$ cat src/rtl/sample_sequencer.sv
// Frame scheduler: latches four samples per sample_clk edge, serves each plugged
// channel through one shared valid/ready core and commits all four results at once.
module sample_sequencer #(
    parameter int W       = 16,
    parameter int TIMEOUT = 255
) (
    input  logic                clk,
    input  logic                rst_n,
    input  logic                sample_clk,
    input  logic signed [W-1:0] sample_in0,
    input  logic signed [W-1:0] sample_in1,
    input  logic signed [W-1:0] sample_in2,
    input  logic signed [W-1:0] sample_in3,
    input  logic [7:0]          jack,
    output logic signed [W-1:0] sample_out0,
    output logic signed [W-1:0] sample_out1,
    output logic signed [W-1:0] sample_out2,
    output logic signed [W-1:0] sample_out3,
    output logic                req_valid,
    input  logic                req_ready,
    output logic [1:0]          req_ch,
    output logic signed [W-1:0] req_data,
    input  logic                resp_valid,
    input  logic [1:0]          resp_ch,
    input  logic signed [W-1:0] resp_data,
    output logic                busy,
    output logic                overrun,
    output logic                timeout,
    input  logic                clear_flags
);
    localparam int CW = $clog2(TIMEOUT + 1);

    typedef enum logic [1:0] {IDLE, ISSUE, WAIT, COMMIT} state_t;

    state_t              state, state_nx;
    logic                sclk_q;
    logic [1:0]          k;
    logic [CW-1:0]       cnt;
    logic [3:0]          jk;
    logic signed [W-1:0] lat   [4];
    logic signed [W-1:0] res   [4];
    logic signed [W-1:0] out_q [4];
    logic signed [W-1:0] sample_in [4];

    logic                edge_seen, start, last_cycle;
    logic                advance, res_we, tmo_hit;
    logic signed [W-1:0] res_wdata;
    logic                jack_unused;

    assign sample_in[0] = sample_in0;
    assign sample_in[1] = sample_in1;
    assign sample_in[2] = sample_in2;
    assign sample_in[3] = sample_in3;
    assign jack_unused  = ^jack[7:4];

    assign edge_seen  = sample_clk & ~sclk_q;
    assign start      = (state == IDLE) & edge_seen;
    // The last cycle a plugged channel may occupy; it spends exactly TIMEOUT cycles at most.
    assign last_cycle = (cnt == CW'(TIMEOUT - 1));

    // NOTE: sequential state uses non-blocking (<=) so every flop samples pre-edge values.
    always_ff @(posedge clk or negedge rst_n) begin
        if (!rst_n) begin
            state  <= IDLE;
            sclk_q <= 1'b0;
        end else begin
            state  <= state_nx;
            sclk_q <= sample_clk;
        end
    end

    // NOTE: every always_comb output gets a default first, so no path can infer a latch.
    always_comb begin
        state_nx  = state;
        advance   = 1'b0;
        res_we    = 1'b0;
        res_wdata = '0;
        tmo_hit   = 1'b0;
        case (state)
            IDLE: begin
                if (edge_seen) state_nx = ISSUE;
            end
            ISSUE: begin
                if (!jk[k]) begin
                    advance = 1'b1;
                    res_we  = 1'b1;
                end else if (last_cycle) begin
                    advance   = 1'b1;
                    res_we    = 1'b1;
                    res_wdata = lat[k];
                    tmo_hit   = 1'b1;
                end else if (req_ready) begin
                    state_nx = WAIT;
                end
            end
            WAIT: begin
                if (resp_valid && resp_ch == k) begin
                    advance   = 1'b1;
                    res_we    = 1'b1;
                    res_wdata = resp_data;
                end else if (last_cycle) begin
                    advance   = 1'b1;
                    res_we    = 1'b1;
                    res_wdata = lat[k];
                    tmo_hit   = 1'b1;
                end
            end
            COMMIT: state_nx = IDLE;
            default: state_nx = IDLE;
        endcase
        if (advance) state_nx = (k == 2'd3) ? COMMIT : ISSUE;
    end

    // NOTE: the small sample arrays are reset so outputs are defined and an aborted frame leaves no stale data.
    always_ff @(posedge clk or negedge rst_n) begin
        if (!rst_n) begin
            k       <= 2'd0;
            cnt     <= '0;
            jk      <= 4'd0;
            overrun <= 1'b0;
            timeout <= 1'b0;
            for (int i = 0; i < 4; i++) begin
                lat[i]   <= '0;
                res[i]   <= '0;
                out_q[i] <= '0;
            end
        end else begin
            if (start) begin
                jk <= jack[3:0];
                for (int i = 0; i < 4; i++) lat[i] <= sample_in[i];
            end

            if (start) k <= 2'd0;
            else if (advance) k <= k + 2'd1;

            if (start || advance) cnt <= '0;
            else if (state == ISSUE || state == WAIT) cnt <= cnt + CW'(1);

            if (res_we) res[k] <= res_wdata;

            if (state == COMMIT) begin
                for (int i = 0; i < 4; i++) out_q[i] <= res[i];
            end

            // A set in the same cycle as clear_flags wins.
            if (edge_seen && state != IDLE) overrun <= 1'b1;
            else if (clear_flags)           overrun <= 1'b0;

            if (tmo_hit)          timeout <= 1'b1;
            else if (clear_flags) timeout <= 1'b0;
        end
    end

    always_comb begin
        busy      = (state != IDLE);
        req_valid = (state == ISSUE) && jk[k];
        req_ch    = 2'd0;
        req_data  = '0;
        if ((state == ISSUE) && jk[k]) begin
            req_ch   = k;
            req_data = lat[k];
        end
    end

    assign sample_out0 = out_q[0];
    assign sample_out1 = out_q[1];
    assign sample_out2 = out_q[2];
    assign sample_out3 = out_q[3];

endmodule

$ cat config.mk
export PLATFORM = sky130hd
export DESIGN_NAME = sample_sequencer
export DESIGN_NICKNAME = d
export VERILOG_FILES = /design/src/rtl/sample_sequencer.sv
export SDC_FILE = /design/constraint.sdc
export NUM_CORES = 1
export LEC_CHECK = 0
export CORE_ASPECT_RATIO = 1.25
export CORE_UTILIZATION = 45
export CTS_CLUSTER_SIZE = 14
export DETAILED_ROUTE_END_ITERATION = 7
export DONT_BUFFER_PORTS = 1
export GPL_TIMING_DRIVEN = 0
export SYNTH_ARGS = -nofsm -noshare
export SYNTH_HDL_FRONTEND = slang
export SYNTH_SLANG_ARGS = --single-unit
$ cat constraint.sdc
create_clock -name clk -period 2.9 [get_ports clk]
set_clock_uncertainty 0.2 [all_clocks]
set_input_delay 0.145 -clock clk [delete_from_list [all_inputs] [get_ports clk]]
set_output_delay 0.145 -clock clk [all_outputs]
set_load 0.02 [all_outputs]
Yosys cells after proc, flatten, opt, wreduce, memory -nomap -nowiden. Index checks and enable logic that the tools add are counted. W data, S select, Z words.

Input bits: 96. Logic and storage cells: 87. Bits in registers: 211.

Reductions and logical operators: 14. Add/sub/neg operators: 2. Muxes and demuxes: 35. Magnitude comparators: 3. Bitwise logic cells: 4. Eq/ne operators: 10.

Operator list (number): $mux W16 (7); $bwmux W64 (1); $bmux W16 S2 (1); $demux W16 S2 (1); $pmux W16 S2 (1); $mux W2 (9); $mux W8 (2); $ne A3 B3 Y1 const B (4); $reduce_bool A2 Y1 (5); $mux W1 (9); $add A8 B1 Y8 const B (1); $eq A8 B8 Y1 const B (1); $eq A2 B2 Y1 const B (3); $pmux W2 S3 (1); $reduce_and A5 Y1 (1); $logic_and A1 B1 Y1 (4); $pmux W1 S2 (2); $reduce_bool A4 Y1 (1); $ge A3 B3 Y1 const B (1); $lt A2 B3 Y1 const B (1); $lt A3 B1 Y1 const B (1); $not A2 Y3 (1); $add A2 B1 Y2 const B (1); $and A1 B1 Y1 (2); 6 further kinds (7).

Longest topological paths before layout. Gate-level depths: netlist of run 1.

Word-level depth: 8. Mapped depth: 9. Mapped depth without buffers: 7.

Worst setup path before layout of run 1. Ideal clock, no wire load.

Kind: reg2reg. Start point: register state[1]. End point: register res[29] (netlist name). Required time: 2.565 ns. Clock period less this slack: 2.371 ns. Buffers on the path: 1. Slack: 0.529 ns. Stages on the path, launching flop included: 9. Arrival: 2.036 ns. Setup time: 0.135 ns. Cells stage by stage: dfrtp_1 > inv_1 > ha_1 > inv_1 > nor4_4 > o311ai_2 > buf_2 > nand2_1 > o21ai_0.

Longest elaborated chain between the ends: 3.

Ends and longest elaborated chain: start: declaration (RTL line 35) `state_t state, state_nx;`; start signal: assignment (RTL line 67) `state <= state_nx;`; $eq A2 B2 Y1 / $eq A2 B1 Y1 (equally long branches) (RTL line 79) `case (state)`; $pmux W16 S2 (RTL line 79); $bwmux W64 (RTL line 139) `if (res_we) res[k] <= res_wdata;`; end signal: indexed assignment (RTL line 139); end: declaration (RTL line 41) `logic signed [W-1:0] res [4];`.

Several ways; a longest one is shown, not always the timed one. A chain may end at the register's enable or synchronous reset.

Worst setup path in the final report of run 1.
Start point: register state[1]. End point: output port req_data[9].

Longest elaborated chain between the ends: 3.

Ends and longest elaborated chain: $eq A2 B1 Y1; $logic_and A1 B1 Y1; named net req_valid (RTL line 19) `output logic req_valid,`; $mux W16 (RTL line 159) `if ((state == ISSUE) && jk[k]) begin`; end: declaration (RTL line 22) `output logic signed [W-1:0] req_data,`.

The timed path passes the listed nets, and every way through them passes these cells.

==> impl_metrics.yaml, run 1 <==
timing:
  period_needed_ns: 2.80
  max_freq_mhz: 358
  final_hold_viol_count: 211
  slew_violations: 0
  grt_setup_unrepaired: "no"
  min_period_over_period_pct: 96.5
  relSlewSlack_pct: 41.1
  post_route_setup_tns_ns: 0
  final.hold.worst_slack_ns: -0.846
  worst_slew_pin_slew_ns: 0.883
  number_of_failing_setup_endpoints_in_the_final_timing_report: 0
global_route:
  grt_overflow_total: 0
  grtUsageTotal_pct: 24.8
  grt_max_degree: 212
  global_route_wire_length_before_repair_mm: 38.5
  grt_pass1_vias: 6967
  grt_antenna_before_repair: 0
detailed_routing:
  vias: 6418
  vias_per_cell: 5.37
  detail-route-antenna-nets: 0
  wl_per_cell_um: 20.4
  post-route-drc-count: 0
  router_iterations_before_antenna_repair: 5
  drt-total-wl_mm: 24.4
  initialDrtViolationCount: 269
worst_setup_path:
  most_common_cell_type_on_the_critical_path: "inv_1"
  startpoint_type: "register"
  critical_path_class: "register to output pin"
  cpLargestDelayFamily: "buffers and inverters"
  critical_path_cell_count: 7
  critical_path_max_stage_delay_ns: 0.43
  worstPathCellList: "inv_1 -> ha_2 -> nand2_1 -> o22a_1 -> inv_1 -> buf_4 -> and2_1"
  cp_data_required_time_ns: 2.56
  crit_path_top_delay_cell: "dfrtp_1"
  crit_path_end_kind: "output pin"
  critical_path.n_buffers_inverters: 3
  path_max_fanout: 10
  critPathArrivalTime_ns: 2.45
  r2r.worst_path.cells: 8
placed_design:
  detailed_place_hpwl_mm: 17.0
  gp_routability_congestion: 0.864
  placement.cell_area_um2: 9220
  port_buffers: 0
pwr:
  p_int_uw: 6570
  ir_worst_vdd_mv: 0.569
  power.net_switching_uw: 3410
  power_density_nw_per_um2: 915
  share_of_total_power_in_sequential_cells_pct: 40.1
  proportion_of_total_power_due_to_net_switching_pct: 34.2
  static_leak_uw: 0.00519
  share_comb_of_total_power_pct: 29.6
  clock_group_share_of_total_power_pct: 30.3
yosys:
  avgSynthCellArea_um2: 11.0
  synth_fp_nets: 911
  synthesis.instances: 805
  postSynth.topFlopCell: "dfrtp_1"
  synth_warnings: 0
  synth_seq_cells: 211
  synth_seq_area_share_pct: 59.4
  edff_count_synth: 0
  ys_types: 43
  syn_area_um2: 8890
  async_reset_ff_share_pct: 100
clock_tree:
  maximum_clock_path_buffer_count: 3
  cts_buffers: 22
  tritoncts: "built"
  tritoncts_num_sinks: 211
  clk_root_buffer_cell: "clkbuf_16"
  hold_buffer_count_at_cts: 88
  worstSkewPairLatency_ns: 0.50
  ctsHtreeMaxLevel: 1
  clkTransAtPathRegs_ns: 0.07
die:
  num_io_pins: 182
  fp.dieH_um: 159
  initial_core_util_pct: 45.8
  floorplan.die.width_um: 128
  core_area_um2: 19400
  design.die.area_um2: 20300
  site_rows: 57
finish:
  final_area_um2: 10900
  layout.nets: 1023
  num-fill-cells: 1699
  area_of_the_multi_input_gates_um2: 3380
  n_antenna_cell: 0
  layout-area-overhead-vs-synth_pct: 22.9
  proportion_of_layout_cells_with_a_drive_suffix_above_1_pct: 17.0
  sequential_cell_area_um2: 5280
run_status:
  failing_checks: "hold timing"
  status: "finished, violations left"
run:
  max_cap_viol_count: 0
min_path:
  timing.hold.worst.class: "input pin to asynchronous set/reset pin"
-- layout make-up --
cell class	instances	area share, %
Timing Repair Buffer	89	8.14
Multi-Input combinational cell	538	31.0
Sequential cell	211	48.4
Tap cell	265	3.04
Clock inverter	11	1.52
Clock buffer	27	5.68
Inverter	12	0.413
Buffer	43	1.86
-- per-layer routing --
layer / routed length, µm / up-vias / share of wire [%] / track usage [%]
met5: 0 / - / 0 / 0
met4: 784 / 0 / 3.2 / 9.20
met3: 1680 / 53 / 6.9 / 4.77
met2: 12800 / 238 / 53 / 44.6
met1: 9100 / 3191 / 37 / 29.1
li1: - / 2936 / - / -
-- path summary, 6_finish.rpt --
check / start / end / slack (ns)
worst max-delay path: state[1]$_DFFE_PN0P_ / req_data[9] / 0.10
worst min-delay path: rst_n / res[48]$_DFFE_PN0P_ / -0.85
worst max register to register: state[1]$_DFFE_PN0P_ / res[21]$_DFFE_PN0P_ / 0.19
worst min register to register: lat[24]$_DFFE_PN0P_ / lat[24]$_DFFE_PN0P_ / 0.27
max in group asynchronous: rst_n / lat[17]$_DFFE_PN0P_ / 3.11
min in group clk: sample_clk / sclk_q$_DFF_PN0_ / 0.05
-- cell families after synthesis --
logic type / after synthesis / synth area share (%)
flip-flops: 211 / 59.4
adder cells (fa/ha/maj): 10 / 1.41
AO/OA/AOI/OAI: 107 / 7.72
multiplexers: 85 / 12.7
AND/OR/NAND/NOR: 329 / 15.3
XOR/XNOR: 7 / 0.690
buffers and inverters: 56 / 2.72
-- timing repair --
action	CTS	global route
endpoints found under the hold margin	348	211
pin swaps	0	1
gates resized for setup	5	10
endpoints found under the setup margin	13	63
buffers inserted	0	1
-- power groups by stage --
stage	registers, µW	logic (µW)	clock network [µW]
after CTS	4000	2940	3100
after detailed placement	4050	2810	0
final	4000	2960	3030
after floorplan	3910	2130	0
after global placement	4000	2710	0
after global routing	4070	3250	3200
-- state kept, by name, indices dropped and copies added, names as in the netlist --
register	flops
cnt	8
jk	4
sample_out3	16
res	64
lat	64
overrun	1
sample_out0	16
sample_out2	16
k	2
sample_out1	16
timeout	1
sclk_q	1
state	2
-- metrics by stage --
stage / std cells / setup WS [ns] / total power (µW) / util, %
global route: 1196 / 0.00184 / 10500 / 56.3
CTS: 1195 / 0.0396 / 10000 / 56.2
floorplan: 805 / 0.529 / 6040 / -
detailed placement: 1070 / -0.0227 / 6860 / 47.5
global placement: 1070 / 0.0200 / 6710 / 47.5
finish: 1196 / 0.103 / 9990 / 56.3
-- synthesized netlist by cell type, types with 2 or more instances --
cell / n / area (µm²)
mux4_2: 16 / 360
clkbuf_1: 24 / 90.1
buf_4: 4 / 30.0
nand2b_1: 2 / 12.5
xnor2_1: 3 / 26.3
buf_2: 13 / 65.1
a21oi_1: 2 / 10.0
a22oi_1: 18 / 135
nor3_1: 4 / 20.0
o21ai_0: 38 / 190
o311ai_2: 3 / 48.8
mux2_2: 64 / 721
o31ai_1: 3 / 22.5
ha_1: 10 / 125
dfrtp_1: 211 / 5280
nand4_1: 2 / 12.5
buf_1: 3 / 11.3
or2_2: 2 / 12.5
mux2i_1: 5 / 50.1
xor2_1: 4 / 35.0
nand3_1: 4 / 20.0
nor2_1: 13 / 48.8
nand2_1: 278 / 1040
and2_1: 17 / 106
inv_1: 12 / 45.0
o21ai_1: 32 / 160
a31oi_1: 2 / 12.5
-- cells in the final DEF, fill, tap and decap left out, drive strengths merged, types with 5 or more instances in the layout --
cell	Yosys	layout
a22oi	18	18
and2	17	17
buf	20	22
clkbuf	24	49
clkinv	0	6
dfrtp	211	211
dlygate4sd3	0	88
ha	10	10
inv	12	13
mux2	64	64
mux2i	5	5
mux4	16	16
nand2	278	278
nor2	13	13
nor3	5	5
o21ai	70	70
o311ai	5	5
No activity file was read; power rests on OpenSTA's default activity.
==> run 2, diff against run 1 <==
--- a/config.mk
+++ b/config.mk
@@ -5,12 +5,14 @@
 export SDC_FILE = /design/constraint.sdc
 export NUM_CORES = 1
 export LEC_CHECK = 0
+export BUFFER_PORTS_ARGS = -buffer_cell sky130_fd_sc_hd__buf_2
 export CORE_ASPECT_RATIO = 1.25
 export CORE_UTILIZATION = 45
 export CTS_CLUSTER_SIZE = 14
 export DETAILED_ROUTE_END_ITERATION = 7
-export DONT_BUFFER_PORTS = 1
 export GPL_TIMING_DRIVEN = 0
+export PLACE_DENSITY = 0.68
 export SYNTH_ARGS = -nofsm -noshare
 export SYNTH_HDL_FRONTEND = slang
 export SYNTH_SLANG_ARGS = --single-unit
+export TNS_END_PERCENT = 5
==> run 2 against run 1 <==
Net effect: the flow still finishes with violations (hold timing); routed wire length rose by 1.8%; utilization rose by 4.1 points; final area rose by 7.3%; clock power fell by 14%; fmax rose by 1.2%; largest power group unchanged; hold slack improved by 0.83 ns; flip-flop and latch count did not move; register-to-register slack barely moved; sequential share of layout area fell by 3.3 points; sequential power fell by 1%.
==> impl_metrics.yaml, run 2 (same netlist as run 1, synthesis figures left out) <==
timing:
  max_freq_mhz: 362
  final.hold.worst_slack_ns: -0.0110
  min_period_over_period_pct: 95.3
  relSlewSlack_pct: 40.4
  number_of_failing_setup_endpoints_in_the_final_timing_report: 0
  finalWorstSetupSlack_ns: 0.135
  post_route_setup_tns_ns: 0
  period_needed_ns: 2.77
  final_hold_viol_count: 4
  worst_slew_pin_slew_ns: 0.891
  grt_setup_unrepaired: "no"
  slew_violations: 0
detailed_routing:
  drt-total-wl_mm: 24.8
  vias_per_cell: 5.12
  detail-route-antenna-nets: 0
  router_iterations_before_antenna_repair: 5
  wl_per_cell_um: 18.1
  post-route-drc-count: 0
  vias: 7020
  initialDrtViolationCount: 416
clock_tree:
  ctsHtreeMaxLevel: 1
  clkTransAtPathRegs_ns: 0.06
  clk_root_buffer_cell: "clkbuf_16"
  worstSkewPairLatency_ns: 0.50
  tritoncts_num_sinks: 211
  tritoncts: "built"
  maximum_clock_path_buffer_count: 3
  cts_buffers: 22
worst_setup_path:
  rr_endpoint: "res[14]$_DFFE_PN0P_"
  critical_path_class: "register to output pin"
  crit_path_end_kind: "output pin"
  startpoint_type: "register"
  critPathArrivalTime_ns: 2.42
  cp_data_required_time_ns: 2.56
  r2r_start: "state[0]$_DFFE_PN0P_"
  r2r.worst_path.cells: 8
  r2r_setup_slack_ns: 0.20
  path_max_fanout: 10
finish:
  proportion_of_layout_cells_with_a_drive_suffix_above_1_pct: 29.7
  layout.nets: 1199
  layout-area-overhead-vs-synth_pct: 31.8
  n_antenna_cell: 0
  most_frequent_cells_in_the_layout: "278 x nand2_1, 211 x dfrtp_1, 188 x buf_2, 85 x dlygate4sd3_1, 64 x mux2_2"
  top_regs: "lat x64, res x64"
  final_common_cell: "nand2_1"
global_route:
  grt_pass1_vias: 7401
  grt_antenna_before_repair: 0
  grt.met3_usage_pct: 3.60
  grt.busiest_layer: "met2"
  grtUsageTotal_pct: 25.1
  grt_overflow_total: 0
  global_route_wire_length_before_repair_mm: 39.1
  met2_usage_grt_pct: 44.2
  grt_max_degree: 124
  global_route.usage.met1_pct: 31.6
run_status:
  failing_checks: "hold timing"
  status: "finished, violations left"
die:
  site_rows: 57
  design.die.area_um2: 20300
  core_area_um2: 19400
  num_io_pins: 182
  floorplan.die.width_um: 128
  initial_core_util_pct: 45.8
  fp.dieH_um: 159
min_path:
  timing.hold.worst.start: "resp_data[1]"
  worst_min_delay_path_endpoint: "res[1]$_DFFE_PN0P_"
  timing.hold.worst.class: "input pin to register"
  hold_path_depth: 3
placed_design:
  detailed_place_hpwl_mm: 16.9
  gp_routability_congestion: 0.839
  dp_slack_ns: -0.134
  port_buffers: 177
pwr:
  static_leak_uw: 0.00596
  ir_worst_vdd_mv: 0.682
  power_density_nw_per_um2: 836
  total_power_uw: 9790
run:
  max_cap_viol_count: 0
==> run 2: area by class of cell <==
| cell class | instances | area, µm² |
|---|---|---|
| fillers | 1636 | 7690 |
| inverters | 12 | 45.0 |
| clock buffers | 32 | 628 |
| repair buffers | 265 | 1790 |
| well taps | 265 | 332 |
| flip-flops and latches | 211 | 5280 |
| clock inverters | 5 | 38.8 |
| multi-input cells | 538 | 3400 |
| plain buffers | 43 | 204 |
==> run 2: worst max-delay path, cell delays in order (launching register included) <==
cell	delay, ns
dfrtp_1	0.43
buf_6	0.22
mux2i_2	0.29
o22a_1	0.30
inv_2	0.11
buf_2	0.20
and2_1	0.19
buf_2	0.17
==> run 2: metal layers <==
layer | share of wire [%] | vias to the layer above
li1 | - | 3270
met4 | 2.7 | 0
met3 | 6.1 | 44
met1 | 40 | 3426
met5 | 0 | -
met2 | 51 | 280
==> run 2: through the flow <==
step           utilization, %  std cells  hold WS [ns]  instance area (µm²)
2_1_floorplan               -        805        -0.351                 8890
3_3_place_gp             52.1       1247        0.0718                10100
3_5_place_dp             52.3       1248      -0.00791                10100
4_1_cts                  60.2       1369       0.00319                11700
5_1_grt                  60.4       1371       0.00693                11700
6_report                 60.4       1371       -0.0110                11700
==> run 2: report_power, final <==
| group | internal [µW] | switching (µW) |
|---|---|---|
| clock network | 1500 | 1120 |
| logic | 1300 | 1920 |
| registers | 3550 | 394 |
| total | 6350 | 3440 |
==> run 2: worst max-delay path by stage <==
| stage | cells past startpoint | slack, ns | endpoint | startpoint |
|---|---|---|---|---|
| 4_1_cts | 8 | 0.006 | req_data[6] | state[1]$_DFFE_PN0P_ |
| 5_1_grt | 9 | 0.02 | res[44]$_DFFE_PN0P_ | state[1]$_DFFE_PN0P_ |
| 2_1_floorplan | 8 | 0.53 | res[29]$_DFFE_PN0P_ | state[1]$_DFFE_PN0P_ |
| 3_3_place_gp | 1 | -2.07 | lat[0]$_DFFE_PN0P_ | rst_n |
| 6_report | 7 | 0.13 | req_data[6] | k[0]$_DFFE_PN0N_ |
| 3_5_place_dp | 5 | -0.13 | res[7]$_DFFE_PN0P_ | k[1]$_DFFE_PN0N_ |
==> run 2: timing repair <==
| item | CTS | global route |
|---|---|---|
| pin swaps | 0 | 1 |
| hold buffers | 85 | 0 |
| hold endpoints to repair | 204 | 0 |
| gates resized for setup | 8 | 5 |
| endpoints found under the setup margin | 21 | 22 |
| setup buffers | 0 | 2 |
==> run 3, diff against run 2 <==
--- a/config.mk
+++ b/config.mk
@@ -7,6 +7,7 @@
 export LEC_CHECK = 0
 export BUFFER_PORTS_ARGS = -buffer_cell sky130_fd_sc_hd__buf_2
 export CORE_ASPECT_RATIO = 1.25
+export CORE_MARGIN = 2
 export CORE_UTILIZATION = 45
 export CTS_CLUSTER_SIZE = 14
 export DETAILED_ROUTE_END_ITERATION = 7
==> constraint.sdc (replaced) <==
create_clock -name clk -period 3.4 [get_ports clk]
set_clock_uncertainty 0.2 [all_clocks]
set_input_delay 0.17 -clock clk [delete_from_list [all_inputs] [get_ports clk]]
set_output_delay 0.17 -clock clk [all_outputs]
set_load 0.02 [all_outputs]
==> run 3 against run 2 <==
Net effect: global-route usage shrank 1.0 points; power decreased by 15%; the flow now finishes without violations; critical path depth rose by 2; flip-flop and latch count did not move.
==> impl_metrics.yaml, run 3 (same netlist as run 1, synthesis figures left out) <==
run_status:
  status: "finished, final reports clean"
clock_tree:
  maximum_clock_path_buffer_count: 3
  post_cts_buffers: 0
  worstSkewPairLatency_ns: 0.50
  clkTransAtPathRegs_ns: 0.06
  ctsHtreeMaxLevel: 1
  cts_buffers: 21
  clk_root_buffer_cell: "clkbuf_16"
  tritoncts_num_sinks: 211
  tritoncts: "built"
min_path:
  timing.hold.worst.class: "input pin to register"
detailed_routing:
  detail-route-antenna-nets: 0
  drt-total-wl_mm: 24.8
  initialDrtViolationCount: 345
  vias_per_cell: 5.09
  post-route-drc-count: 0
  wl_per_cell_um: 18.1
  vias: 6947
  router_iterations_before_antenna_repair: 5
worst_setup_path:
  critPathArrivalTime_ns: 2.75
  critical_path_class: "register to output pin"
  path_max_fanout: 10
  crit_path_end_kind: "output pin"
  startpoint_type: "register"
  r2r_setup_slack_ns: 0.46
  cp_data_required_time_ns: 3.03
pwr:
  power_density_nw_per_um2: 715
  ir_worst_vdd_mv: 0.481
  static_leak_uw: 0.00592
global_route:
  grt_pass1_vias: 7141
  grt_overflow_total: 0
  met2_usage_grt_pct: 41.7
  global_route.usage.met1_pct: 31.1
  grt.busiest_layer: "met2"
  grt.met3_usage_pct: 4.07
  grt_max_degree: 119
  grtUsageTotal_pct: 24.1
  grt_antenna_before_repair: 1
  global_route_wire_length_before_repair_mm: 38.8
die:
  floorplan.die.width_um: 130
  site_rows: 57
  fp.dieH_um: 161
  num_io_pins: 182
  initial_core_util_pct: 45.8
  design.die.area_um2: 20900
  core_area_um2: 19400
finish:
  layout.nets: 1191
  most_frequent_cells_in_the_layout: "278 x nand2_1, 211 x dfrtp_1, 189 x buf_2, 79 x dlygate4sd3_1, 64 x mux2_2"
  proportion_of_layout_cells_with_a_drive_suffix_above_1_pct: 29.2
  layout-area-overhead-vs-synth_pct: 30.5
  final_common_cell: "nand2_1"
  num-fill-cells: 1662
  top_regs: "lat x64, res x64"
timing:
  max_freq_mhz: 320
  min_period_over_period_pct: 91.8
  period_needed_ns: 3.12
  worst_slew_pin_slew_ns: 0.997
  slew_violations: 0
  final_hold_viol_count: 0
  final.hold.worst_slack_ns: 0.0161
  number_of_failing_setup_endpoints_in_the_final_timing_report: 0
  grt_setup_unrepaired: "no"
  post_route_setup_tns_ns: 0
  relSlewSlack_pct: 33.3
run:
  max_cap_viol_count: 0
placed_design:
  detailed_place_hpwl_mm: 16.9
  gp_routability_congestion: 0.892
  port_buffers: 177
run 3: path summary, 6_finish.rpt:
path,start,depth (start not counted),endpoint
worst min register to register,lat[18]$_DFFE_PN0P_,2,lat[18]$_DFFE_PN0P_
max in group asynchronous,rst_n,3,sample_out1[9]$_DFFE_PN0P_
min in group asynchronous,rst_n,2,lat[3]$_DFFE_PN0P_
worst max register to register,k[1]$_DFFE_PN0N_,5,res[8]$_DFFE_PN0P_
worst max-delay path,state[1]$_DFFE_PN0P_,9,req_data[6]
worst min-delay path,resp_data[2],3,res[50]$_DFFE_PN0P_
run 3: through the flow:
step                std cells  setup slack [ns]  total power, µW  cell area, µm²  utilization [%]
global route             1364            0.0337             8780           11600             59.8
finish                   1365             0.278             8290           11600             59.8
global placement         1247             -1.67             5930           10100             52.1
detailed placement       1248             0.456             5990           10100             52.3
CTS                      1364             0.139             8320           11600             59.8
floorplan                 805              1.03             5150            8890                -
run 3: cell type report:
class                   count  area, µm²  area share [%]
well taps                 265        332            2.86
plain buffers              44        198            1.70
clock inverters             9       81.3           0.701
flip-flops and latches    211       5280            45.5
inverters                  12       45.0           0.388
repair buffers            257       1710            14.8
clock buffers              28        582            5.02
multi-input cells         538       3360            29.0
diodes                      1       2.50          0.0216
run 3: worst max-delay path, stage by stage, from the launching register on:
cell      delay [ns]
dfrtp_1         0.43
inv_1           0.10
ha_1            0.14
clkbuf_1        0.28
nand2_1         0.12
o22a_1          0.27
inv_1           0.26
clkbuf_2        0.28
and2_1          0.19
buf_2           0.18
run 3: per-layer routing:
layer	share of wire (%)	vias to the layer above
met4	2.3	2
met2	51	264
li1	-	3257
met3	6.7	48
met1	40	3376
met5	0.057	-
run 3: report_power, final:
| part | total, µW | internal (µW) | leakage, µW | switching, µW |
|---|---|---|---|---|
| registers | 3350 | 3030 | 0.00283 | 315 |
| logic | 2690 | 1070 | 0.00277 | 1620 |
| clock network | 2260 | 1280 | 0.000320 | 972 |
run 3: repair_timing:
| action | 4_1_cts | 5_1_grt |
|---|---|---|
| hold buffers | 79 | 0 |
| hold endpoints to repair | 180 | 0 |
| setup endpoints to repair | 0 | 9 |
| gates resized for setup | 0 | 2 |
